[config.mk]
export PLATFORM = sky130hd
export DESIGN_NAME = j1_uart_io
export DESIGN_NICKNAME = d
export VERILOG_FILES = /design/src/rtl/j1_io_pkg.sv /design/src/rtl/j1_io_fifo.sv /design/src/rtl/j1_uart_io.sv
export SDC_FILE = /design/constraint.sdc
export NUM_CORES = 1
export LEC_CHECK = 0
export CAP_MARGIN = 20
export CORE_UTILIZATION = 29
export DETAILED_ROUTE_END_ITERATION = 7
export HOLD_SLACK_MARGIN = 0.15
export PLACE_DENSITY = 0.55
export SLEW_MARGIN = 10
export SYNTH_ARGS = -nofsm -noshare
export SYNTH_HDL_FRONTEND = slang
export SYNTH_SLANG_ARGS = --single-unit
[constraint.sdc]
create_clock -name clk -period 2.66 [get_ports clk]
set_input_delay 0.399 -clock clk [delete_from_list [all_inputs] [get_ports clk]]
set_output_delay 0.399 -clock clk [all_outputs]
set_load 0.01 [all_outputs]
[src/rtl/j1_io_pkg.sv]
// rtl/j1_io_pkg.sv - register map, status bit positions and UART state encodings
package j1_io_pkg;

    localparam logic [1:0] REG_TXDATA = 2'd0;
    localparam logic [1:0] REG_RXDATA = 2'd1;
    localparam logic [1:0] REG_STATUS = 2'd2;
    localparam logic [1:0] REG_BAUD   = 2'd3;

    localparam int ST_TX_FULL      = 0;
    localparam int ST_TX_EMPTY     = 1;
    localparam int ST_RX_VALID     = 2;
    localparam int ST_RX_OVERRUN   = 3;
    localparam int ST_TX_OVERFLOW  = 4;
    localparam int ST_RX_FRAME_ERR = 5;
    localparam int ST_TX_BUSY      = 6;

    typedef enum logic [1:0] {
        U_IDLE  = 2'd0,
        U_START = 2'd1,
        U_DATA  = 2'd2,
        U_STOP  = 2'd3
    } uart_state_t;

endpackage

[src/rtl/j1_io_fifo.sv]
// rtl/j1_io_fifo.sv - synchronous first-word-fall-through FIFO
module j1_io_fifo #(
    parameter int WIDTH     = 8,
    parameter int DEPTHLOG2 = 3
) (
    input  logic                 clk,
    input  logic                 resetq,
    input  logic                 push,
    input  logic [WIDTH-1:0]     din,
    input  logic                 pop,
    output logic [WIDTH-1:0]     dout,
    output logic                 full,
    output logic                 empty,
    output logic [DEPTHLOG2:0]   count
);

    logic [WIDTH-1:0]     mem [2**DEPTHLOG2];
    logic [DEPTHLOG2-1:0] wptr;
    logic [DEPTHLOG2-1:0] rptr;
    logic                 do_push;
    logic                 do_pop;

    // A push while full still lands if the same cycle frees a slot.
    assign do_pop  = pop && !empty;
    assign do_push = push && (!full || do_pop);
    assign full    = count[DEPTHLOG2];
    assign empty   = (count == '0);
    assign dout    = mem[rptr];

    always_ff @(posedge clk) begin
        if (do_push) mem[wptr] <= din;
    end

    always_ff @(posedge clk or negedge resetq) begin
        if (!resetq) begin
            wptr  <= '0;
            rptr  <= '0;
            count <= '0;
        end else begin
            if (do_push) wptr <= wptr + DEPTHLOG2'(1);
            if (do_pop)  rptr <= rptr + DEPTHLOG2'(1);
            case ({do_push, do_pop})
                2'b10:   count <= count + (DEPTHLOG2+1)'(1);
                2'b01:   count <= count - (DEPTHLOG2+1)'(1);
                default: count <= count;
            endcase
        end
    end

endmodule

[src/rtl/j1_uart_io.sv]
// rtl/j1_uart_io.sv - memory-mapped UART on the j1 data port
module j1_uart_io
    import j1_io_pkg::*;
#(
    parameter int                ADDR_W      = 14,
    parameter logic [ADDR_W-1:0] IO_BASE     = 14'h3FF0,
    parameter int                TXDEPTHLOG2 = 3,
    parameter logic [15:0]       DIV_RESET   = 16'd433
) (
    input  logic              clk,
    input  logic              resetq,
    input  logic [ADDR_W-1:0] io_addr,
    input  logic              io_wr,
    input  logic              io_rd,
    input  logic [15:0]       io_din,
    output logic [15:0]       io_dout,
    output logic              io_sel,
    output logic              uart_tx,
    input  logic              uart_rx
);

    logic [ADDR_W-1:0]  off;
    logic [1:0]         reg_off;
    logic               wr_tx, wr_status, wr_baud, rd_rx;
    logic [15:0]        div;
    logic [7:0]         fifo_dout;
    logic               tx_full, tx_empty, tx_pop, tx_drop;
    logic [TXDEPTHLOG2:0] tx_count;
    uart_state_t        tx_state, rx_state;
    logic [15:0]        tx_cnt, tx_div, rx_cnt, rx_div;
    logic [2:0]         tx_bit, rx_bit;
    logic [7:0]         tx_shift, rx_shift, rx_byte;
    logic               rx_s1, rx_s2, rx_prev, rx_done;
    logic               rx_valid, rx_overrun, rx_frame_err, tx_overflow;
    logic [15:0]        status;

    // Addresses below the base wrap to large offsets, so one compare covers both ends.
    assign off       = io_addr - IO_BASE;
    assign io_sel    = (off < ADDR_W'(4));
    assign reg_off   = off[1:0];
    assign wr_tx     = io_wr && io_sel && (reg_off == REG_TXDATA);
    assign wr_status = io_wr && io_sel && (reg_off == REG_STATUS);
    assign wr_baud   = io_wr && io_sel && (reg_off == REG_BAUD);
    assign rd_rx     = io_rd && io_sel && (reg_off == REG_RXDATA);

    assign tx_pop  = !tx_empty && ((tx_state == U_IDLE) ||
                                   ((tx_state == U_STOP) && (tx_cnt == tx_div)));
    assign tx_drop = wr_tx && tx_count[TXDEPTHLOG2] && !tx_pop;
    assign rx_done = (rx_state == U_STOP) && (rx_cnt == rx_div);

    assign status = {9'd0, (tx_state != U_IDLE), rx_frame_err, tx_overflow,
                     rx_overrun, rx_valid, tx_empty, tx_full};

    j1_io_fifo #(.WIDTH(8), .DEPTHLOG2(TXDEPTHLOG2)) u_tx_fifo (
        .clk    (clk),
        .resetq (resetq),
        .push   (wr_tx),
        .din    (io_din[7:0]),
        .pop    (tx_pop),
        .dout   (fifo_dout),
        .full   (tx_full),
        .empty  (tx_empty),
        .count  (tx_count)
    );

    // Each bit latches the divisor at its start so a BAUDDIV write lands on a boundary.
    always_ff @(posedge clk or negedge resetq) begin
        if (!resetq) begin
            tx_state <= U_IDLE;
            tx_cnt   <= '0;
            tx_div   <= DIV_RESET;
            tx_bit   <= '0;
            tx_shift <= '0;
            uart_tx  <= 1'b1;
        end else if (tx_state == U_IDLE) begin
            if (!tx_empty) begin
                tx_state <= U_START;
                tx_shift <= fifo_dout;
                tx_div   <= div;
                tx_cnt   <= '0;
                uart_tx  <= 1'b0;
            end
        end else if (tx_cnt != tx_div) begin
            tx_cnt <= tx_cnt + 16'd1;
        end else begin
            tx_cnt <= '0;
            tx_div <= div;
            case (tx_state)
                U_START: begin
                    tx_state <= U_DATA;
                    tx_bit   <= '0;
                    uart_tx  <= tx_shift[0];
                end
                U_DATA: begin
                    if (tx_bit == 3'd7) begin
                        tx_state <= U_STOP;
                        uart_tx  <= 1'b1;
                    end else begin
                        tx_bit   <= tx_bit + 3'd1;
                        tx_shift <= {1'b0, tx_shift[7:1]};
                        uart_tx  <= tx_shift[1];
                    end
                end
                default: begin
                    if (!tx_empty) begin
                        tx_state <= U_START;
                        tx_shift <= fifo_dout;
                        uart_tx  <= 1'b0;
                    end else begin
                        tx_state <= U_IDLE;
                    end
                end
            endcase
        end
    end

    always_ff @(posedge clk or negedge resetq) begin
        if (!resetq) begin
            rx_s1    <= 1'b1;
            rx_s2    <= 1'b1;
            rx_prev  <= 1'b1;
            rx_state <= U_IDLE;
            rx_cnt   <= '0;
            rx_div   <= DIV_RESET;
            rx_bit   <= '0;
            rx_shift <= '0;
        end else begin
            rx_s1   <= uart_rx;
            rx_s2   <= rx_s1;
            rx_prev <= rx_s2;
            case (rx_state)
                U_IDLE: begin
                    if (rx_prev && !rx_s2) begin
                        rx_state <= U_START;
                        rx_cnt   <= '0;
                        rx_div   <= div;
                    end
                end
                U_START: begin
                    if (rx_cnt != {1'b0, rx_div[15:1]}) begin
                        rx_cnt <= rx_cnt + 16'd1;
                    end else if (rx_s2) begin
                        rx_state <= U_IDLE;
                    end else begin
                        rx_state <= U_DATA;
                        rx_cnt   <= '0;
                        rx_bit   <= '0;
                    end
                end
                U_DATA: begin
                    if (rx_cnt != rx_div) begin
                        rx_cnt <= rx_cnt + 16'd1;
                    end else begin
                        rx_cnt   <= '0;
                        rx_shift <= {rx_s2, rx_shift[7:1]};
                        if (rx_bit == 3'd7) rx_state <= U_STOP;
                        else                rx_bit   <= rx_bit + 3'd1;
                    end
                end
                default: begin
                    if (rx_cnt != rx_div) rx_cnt <= rx_cnt + 16'd1;
                    else                  rx_state <= U_IDLE;
                end
            endcase
        end
    end

    // Delivery beats a concurrent RXDATA read; the read still returns the old byte.
    always_ff @(posedge clk or negedge resetq) begin
        if (!resetq) begin
            rx_byte      <= '0;
            rx_valid     <= 1'b0;
            rx_overrun   <= 1'b0;
            rx_frame_err <= 1'b0;
            tx_overflow  <= 1'b0;
            div          <= DIV_RESET;
            io_dout      <= '0;
        end else begin
            if (rx_done) begin
                rx_byte  <= rx_shift;
                rx_valid <= 1'b1;
            end else if (rd_rx) begin
                rx_valid <= 1'b0;
            end
            if (rx_done && rx_valid && !rd_rx)                  rx_overrun <= 1'b1;
            else if (wr_status && io_din[ST_RX_OVERRUN])        rx_overrun <= 1'b0;
            if (rx_done && !rx_s2)                              rx_frame_err <= 1'b1;
            else if (wr_status && io_din[ST_RX_FRAME_ERR])      rx_frame_err <= 1'b0;
            if (tx_drop)                                        tx_overflow <= 1'b1;
            else if (wr_status && io_din[ST_TX_OVERFLOW])       tx_overflow <= 1'b0;
            if (wr_baud) div <= io_din;
            if (io_rd) begin
                if (!io_sel) io_dout <= '0;
                else begin
                    case (reg_off)
                        REG_RXDATA: io_dout <= {8'h00, rx_byte};
                        REG_STATUS: io_dout <= status;
                        REG_BAUD:   io_dout <= div;
                        default:    io_dout <= '0;
                    endcase
                end
            end
        end
    end

endmodule

# [Word level (Yosys, flattened, before mapping)]
# Memory sizes are Yosys's and may differ from the RTL's.
# Index checks and enable logic that the tools add are counted.
[word_totals] output_inout_bits=18 memories=1 regBits=148 ramBits=64 word_cells=174 inputBits=35
[op_classes] eq_ne=32 n_mux=55 n_lt_le_gt_ge=1 n_bitwise=3 n_addsub=9 n_reduce_logical=49
[mem_list] memory="u_tx_fifo.mem" words=8 width=8 read_ports=1 rd_clocked_by_memory_dff=0 write_ports=1 line="j1_io_fifo.sv:17" text="logic [WIDTH-1:0] mem [2**DEPTHLOG2];"
[op_table] operator="$mux 16" n=12
[op_table] operator="$pmux 16 s3" n=2
[op_table] operator="$add 16x1->16 const B" n=2
[op_table] operator="$eq 16x16->1" n=2
[op_table] operator="$mux 8" n=4
[op_table] operator="$ne 16x16->1" n=2
[op_table] operator="$logic_and 1x1->1" n=20
[op_table] operator="$mux 2" n=10
[op_table] operator="$ne 2x2->1 const B" n=10
[op_table] operator="$ne 16x15->1" n=1
[op_table] operator="$pmux 8 s2" n=1
[op_table] operator="$reduce_bool 2->1" n=8
[op_table] operator="$mux 1" n=15
[op_table] operator="$mux 3" n=5
[op_table] operator="$eq 2x2->1 const B" n=7
[op_table] operator="$lt 14x3->1 const B" n=1
[op_table] operator="$sub 14x14->14 const B" n=1
[op_table] operator="$add 3x1->3 const B" n=4
[op_table] operator="$pmux 3 s2" n=2
[op_table] operator="$reduce_and 5->1" n=2
[op_table] operator="$ne 3x3->1 const B" n=3
[op_table] operator="$reduce_and 3->1" n=3
[op_table] operator="$eq 2x1->1 const B" n=4
[op_table] operator="$pmux 4 s2" n=1
[op_table] operator="other kinds (15)" n=27

# [Logic depth before layout (Yosys ltp)]
[logic_depth] word_depth=9 mapped_depth=14 depth_no_buf=13

# [Hierarchy]
# From an unflattened synthesis, not the netlist that was laid out.
[unflattened] hier_cells=794 area_unflattened_um2=10209.8
[modules_own_cells] mod="j1_uart_io" area_each_um2=7084.3 n_inst=1 seq_area_each_um2=3477.1 cells_per_inst=635
[modules_own_cells] mod="j1_io_fifo" area_each_um2=3125.5 n_inst=1 seq_area_each_um2=2172.1 cells_per_inst=159

# [Worst setup path before layout]
# No wires, ideal clock.
[synth_path] path_type="input port to flip-flop" from="input io_addr[3]" to="register u_tx_fifo.count[3]" arrival_time_ns=2.771 path_buffers=0 path_stages=13 required_time_ns=2.533 slack_ns=-0.238 setup_ns=0.127 path_cell_list="nand4b_1 > nor3_2 > nand2_1 > or3_1 > a21oi_2 > inv_1 > ha_1 > ha_1 > a21o_1 > a21oi_1 > xnor2_1 > nor2_1 > xor2_1"
[synth_via] elab_chain_cells=7 elab_cells_between_ends=9 cone_classes="1 x add/sub; 1 x order compare; 2 x eq/ne; 1 x mux; 4 x reduce/logical"
[synth_lines] item="start: declaration" line="j1_uart_io.sv:12" text="input logic [ADDR_W-1:0] io_addr,"
[synth_lines] item="$sub 14x14->14 (*)" line="j1_uart_io.sv:38" text="assign off = io_addr - IO_BASE;"
[synth_lines] item="$lt 14x3->1 (*)" line="j1_uart_io.sv:39" text="assign io_sel = (off < ADDR_W'(4));"
[synth_lines] item="named net io_sel" line="j1_uart_io.sv:17" text="output logic io_sel,"
[synth_lines] item="$logic_and 1x1->1 (*) (2 in a row)" line="j1_uart_io.sv:41" text="assign wr_tx = io_wr && io_sel && (reg_off == REG_TXDATA);"
[synth_lines] item="$logic_and 1x1->1 (*)" line="j1_io_fifo.sv:25" text="assign do_push = push && (!full || do_pop);"
[synth_lines] item="$eq 2x1->1 / $eq 2x2->1 (equally long branches)" line="j1_io_fifo.sv:42" text="case ({do_push, do_pop})"
[synth_lines] item="$pmux 4 s2 / $reduce_bool 2->1 (equally long branches)"
[synth_lines] item="end signal: assignment" line="j1_io_fifo.sv:43" text="2'b10: count <= count + (DEPTHLOG2+1)'(1);"
[synth_lines] item="end signal: assignment" line="j1_io_fifo.sv:44" text="2'b01: count <= count - (DEPTHLOG2+1)'(1);"
[synth_lines] item="end signal: assignment" line="j1_io_fifo.sv:45" text="default: count <= count;"
[synth_lines] item="end: declaration" line="j1_io_fifo.sv:14" text="output logic [DEPTHLOG2:0] count"
# The timed path passes the listed nets; every way through them passes the cells marked *.
# A chain may end at the register's enable or synchronous reset.

# [Final worst setup path]
[layout_path] from="register tx_div[8]" to="register u_tx_fifo.count[3]"
[layout_via] elab_chain_cells=9 elab_cells_between_ends=11 cone_classes="3 x eq/ne; 1 x mux; 7 x reduce/logical"
[layout_lines] item="start: declaration" line="j1_uart_io.sv:30" text="logic [15:0] tx_cnt, tx_div, rx_cnt, rx_div;"
[layout_lines] item="start signal: assignment" line="j1_uart_io.sv:79" text="tx_div <= div;"
[layout_lines] item="start signal: assignment" line="j1_uart_io.sv:87" text="tx_div <= div;"
[layout_lines] item="$eq 16x16->1 (*)" line="j1_uart_io.sv:47" text="((tx_state == U_STOP) && (tx_cnt == tx_div)));"
[layout_lines] item="$logic_and 1x1->1 (*)" line="j1_uart_io.sv:47"
[layout_lines] item="$logic_or 1x1->1 (*)" line="j1_uart_io.sv:46" text="assign tx_pop = !tx_empty && ((tx_state == U_IDLE) ||"
[layout_lines] item="$logic_and 1x1->1 (*)" line="j1_uart_io.sv:46"
[layout_lines] item="$logic_and 1x1->1 (*)" line="j1_io_fifo.sv:24" text="assign do_pop = pop && !empty;"
[layout_lines] item="$logic_or 1x1->1" line="j1_io_fifo.sv:25"
[layout_lines] item="$logic_and 1x1->1" line="j1_io_fifo.sv:25"
[layout_lines] item="$eq 2x1->1 / $eq 2x2->1 (equally long branches)" line="j1_io_fifo.sv:42"
[layout_lines] item="$pmux 4 s2 / $reduce_bool 2->1 (equally long branches)"
# Mark *: on every way between the ends. The rest lies on a longest branch, timed or not.

==> impl_metrics.tcl <==
set metrics [dict create \
    grt_setup_unrepaired "true" \
    total_power_mw 10.4 \
    grt_max_degree 59 \
    ant_nets 0 \
    die_width_um 185 \
    finalWeightedCongestion 0.794 \
    swShare 0.301 \
    portBuffers 52 \
    cp.required_ns 3.03 \
    dpl_cell_area_sq_mm 0.0111 \
    cp_slowest_cell "dfstp_2" \
    ys_types 58 \
    wirelength_um 20800 \
    violations "negative setup slack" \
    fin_nets 911 \
    clock.fmax_mhz 367 \
    worstPathArrival_ns 3.10 \
    finalInstanceArea_sq_mm 0.0120 \
    grt_overflow 0 \
    antenna_found_initial 0 \
    syn-mean-instance-area_sq_um 12.7 \
    io_pins 53 \
    fin_util 0.365 \
    fin_ws_ns -0.0621 \
    synthesis.instances 768 \
    fillCellCount 3183 \
    layout-drive-gt1-share 0.253 \
    initial_utilization 0.297 \
    finalCriticalPeriod_ns 2.72 \
    status "finished, violations left" \
    synthFlopType "dfrtp_1" \
    syn_nets 820 \
    grt_use_total 0.128 \
    slew_headroom 0.481 \
    seqPwrFrac 0.398 \
    yosys_register_bits 212 \
    num_vias 6105 \
    slowest_delay_ns 0.55 \
    drc 0 \
    area_growth_pct 22.7 \
    cellPowerDensity_mw_per_mm2 866 \
    grt_pass1_vias 6298 \
    synth_edf_count 64 \
    insertedDiodeCount 0 \
    p_int_mw 7.23 \
    cp_cell_sequence "xnor2_2 > nand4_1 > nor4_4 > a21oi_4 > a21oi_4 > inv_2 > ha_4 > ha_4 > a21o_1 > a21oi_2 > xnor2_1 > nor2_1 > xor2_1" \
    syn-cell-area_sq_mm 0.00974 \
    grt_pass1_wl_um 34300 \
    ir_drop_uv 473 \
    cts-htree-levels 1 \
    cts_tree "yes" \
    clock_power_share 0.317 \
    cts.sinks 212 \
    p_comb_frac 0.285 \
    multi_input_area_sq_mm 0.00393 \
    setup_viol 1 \
    post_cts_buffers 0 \
    drt_iter0_drc 310 \
    maxCapViolations 0 \
    switchingPower_mw 3.12 \
    fin_crit_sh 1.02 \
    yosysTopAreaCellShare 0.331 \
    synthMostInstantiatedCell "dfrtp_1" \
    cp_max_fo 3 \
    hold_viol_final 0 \
    seq_area_frac_synth 0.580 \
    insertion_delay_ns 0.51 \
    final-seq-area_sq_mm 0.00565 \
    rows 66 \
    die_h_um 185 \
    min_path_type "in -> reg" \
    tns_ns -0.0621 \
    dr.pass1.iters 5 \
    slew_violations 0 \
    worstMarginPinSlew_ns 0.775 \
    vias_per_cell 4.63 \
    clk_pin_slew_ns 0.06 \
    ys_warn_count 0 \
    async_reset_ff_frac 0.698 \
    cts_buffers 24 \
    fp.dieArea_sq_mm 0.0343 \
    synth_common_cells "dfrtp_1, mux2_2, nand2_1" \
    leakage_nw 5.02 \
    startpoint_type "flop" \
    critPathKind "reg -> reg" \
    dpl.hpwl_um 14600 \
    cts_max_path_buffers 3 \
    critPathCaptureType "flop" \
    wl_per_cell_um 15.8 \
    root_buffer "clkbuf_16" \
    clock_skew_ns 0.0209 \
    synth_area_leader_cell "dfrtp_1" \
    synth.area.top_cells "dfrtp_1, edfxtp_1, mux2_2" \
    coreArea_sq_mm 0.0328 \
]
## layout by cell type, fill, tap and decap left out, drive strengths merged, types with 7 or more instances in the layout
| master | netlist | routed |
|---|---|---|
| dfrtp | 129 | 129 |
| mux2 | 75 | 75 |
| nand2 | 69 | 69 |
| edfxtp | 64 | 64 |
| clkdlybuf4s50 | 0 | 51 |
| o21ai | 50 | 50 |
| buf | 19 | 49 |
| nor2 | 37 | 37 |
| clkbuf | 17 | 37 |
| xor2 | 36 | 36 |
| xnor2 | 34 | 34 |
| inv | 27 | 28 |
| dfstp | 19 | 19 |
| a21oi | 19 | 19 |
| mux4 | 16 | 16 |
| ha | 16 | 16 |
| nand3 | 15 | 15 |
| nor4 | 14 | 14 |
| mux2i | 12 | 12 |
| nor3 | 12 | 12 |
| nand4 | 10 | 10 |
| o22ai | 9 | 9 |
| and3 | 9 | 9 |
| o22a | 7 | 7 |
## per-layer routing
layer	share of wire	track usage	vias to the layer above
li1	-	-	2941
met1	0.48	0.179	3029
met2	0.47	0.206	110
met3	0.031	0.0165	25
met4	0.021	0.0364	0
met5	0	0	-
## critical path, delay by kind of cell, from the launching register on
| kind | cells | cell delay (ns) |
|---|---|---|
| AO/OA/AOI/OAI | 4 | 0.61 |
| XOR/XNOR | 3 | 0.36 |
| adder cells (fa/ha/maj) | 2 | 0.38 |
| buffers and inverters | 1 | 0.06 |
| flip-flops | 1 | 0.55 |
| AND/OR/NAND/NOR | 3 | 0.63 |
## power groups by stage
stage          registers (mW)  logic [mW]  clock network, mW
4_1_cts                  4.12        3.00               3.38
2_1_floorplan            3.97        2.22                  0
3_3_place_gp             4.17        2.83                  0
5_1_grt                  4.18        3.30               3.52
3_5_place_dp             4.17        2.88                  0
6_report                 4.12        2.95               3.28
## flip-flops by register name (all words and copies together), names as in the netlist, 2 cells and up
name	cells
tx_bit	3
u_tx_fifo.wptr	3
tx_div	16
rx_byte	8
tx_shift	8
tx_cnt	16
rx_state	2
tx_state	2
rx_cnt	16
div	16
io_dout	16
u_tx_fifo.mem	64
rx_div	16
u_tx_fifo.count	4
rx_shift	8
rx_bit	3
u_tx_fifo.rptr	3
## repair_timing
item                       CTS  global route
hold endpoints to repair    36             0
setup endpoints to repair    2            45
resized for setup            7             6
pin swaps                    9             9
hold buffers                 1             0
## stage by stage
stage	hold WS, ns	std cells	setup slack, ns
floorplan	0.103	768	-0.123
detailed placement	0.341	1274	-0.473
global route	0.289	1319	-0.223
CTS	0.272	1319	-0.126
finish	0.295	1319	-0.0621
global placement	0.341	1274	-0.407
## cell families (layout without fill, tap and decap cells)
family	after synthesis	in the layout	share of synthesized area
buffers and inverters	63	172	0.0297
adder cells (fa/ha/maj)	17	17	0.0226
AND/OR/NAND/NOR	196	196	0.101
AO/OA/AOI/OAI	107	107	0.0669
flip-flops	212	212	0.580
XOR/XNOR	70	70	0.0629
multiplexers	103	103	0.137
## final timing paths
path,depth (start not counted),start,endpoint,slack [ns]
worst max-delay path,13,tx_div[8],u_tx_fifo.count[3],-0.06
worst min-delay path,1,uart_rx,rx_s1,0.29
worst max register to register,13,tx_div[8],u_tx_fifo.count[3],-0.06
worst min register to register,0,rx_s1,rx_s2,0.35
max in group asynchronous,3,resetq,uart_tx,1.53
min in group asynchronous,2,resetq,rx_cnt[8],0.37
## area by class of cell
| type | instances | share of cell area |
|---|---|---|
| Clock buffer | 37 | 0.0586 |
| Clock inverter | 7 | 0.00754 |
| Inverter | 27 | 0.00848 |
| Multi-Input combinational cell | 493 | 0.329 |
| Sequential cell | 212 | 0.473 |
| Tap cell | 442 | 0.0463 |
| Timing Repair Buffer | 101 | 0.0777 |
(Power assumes the default switching activity.)
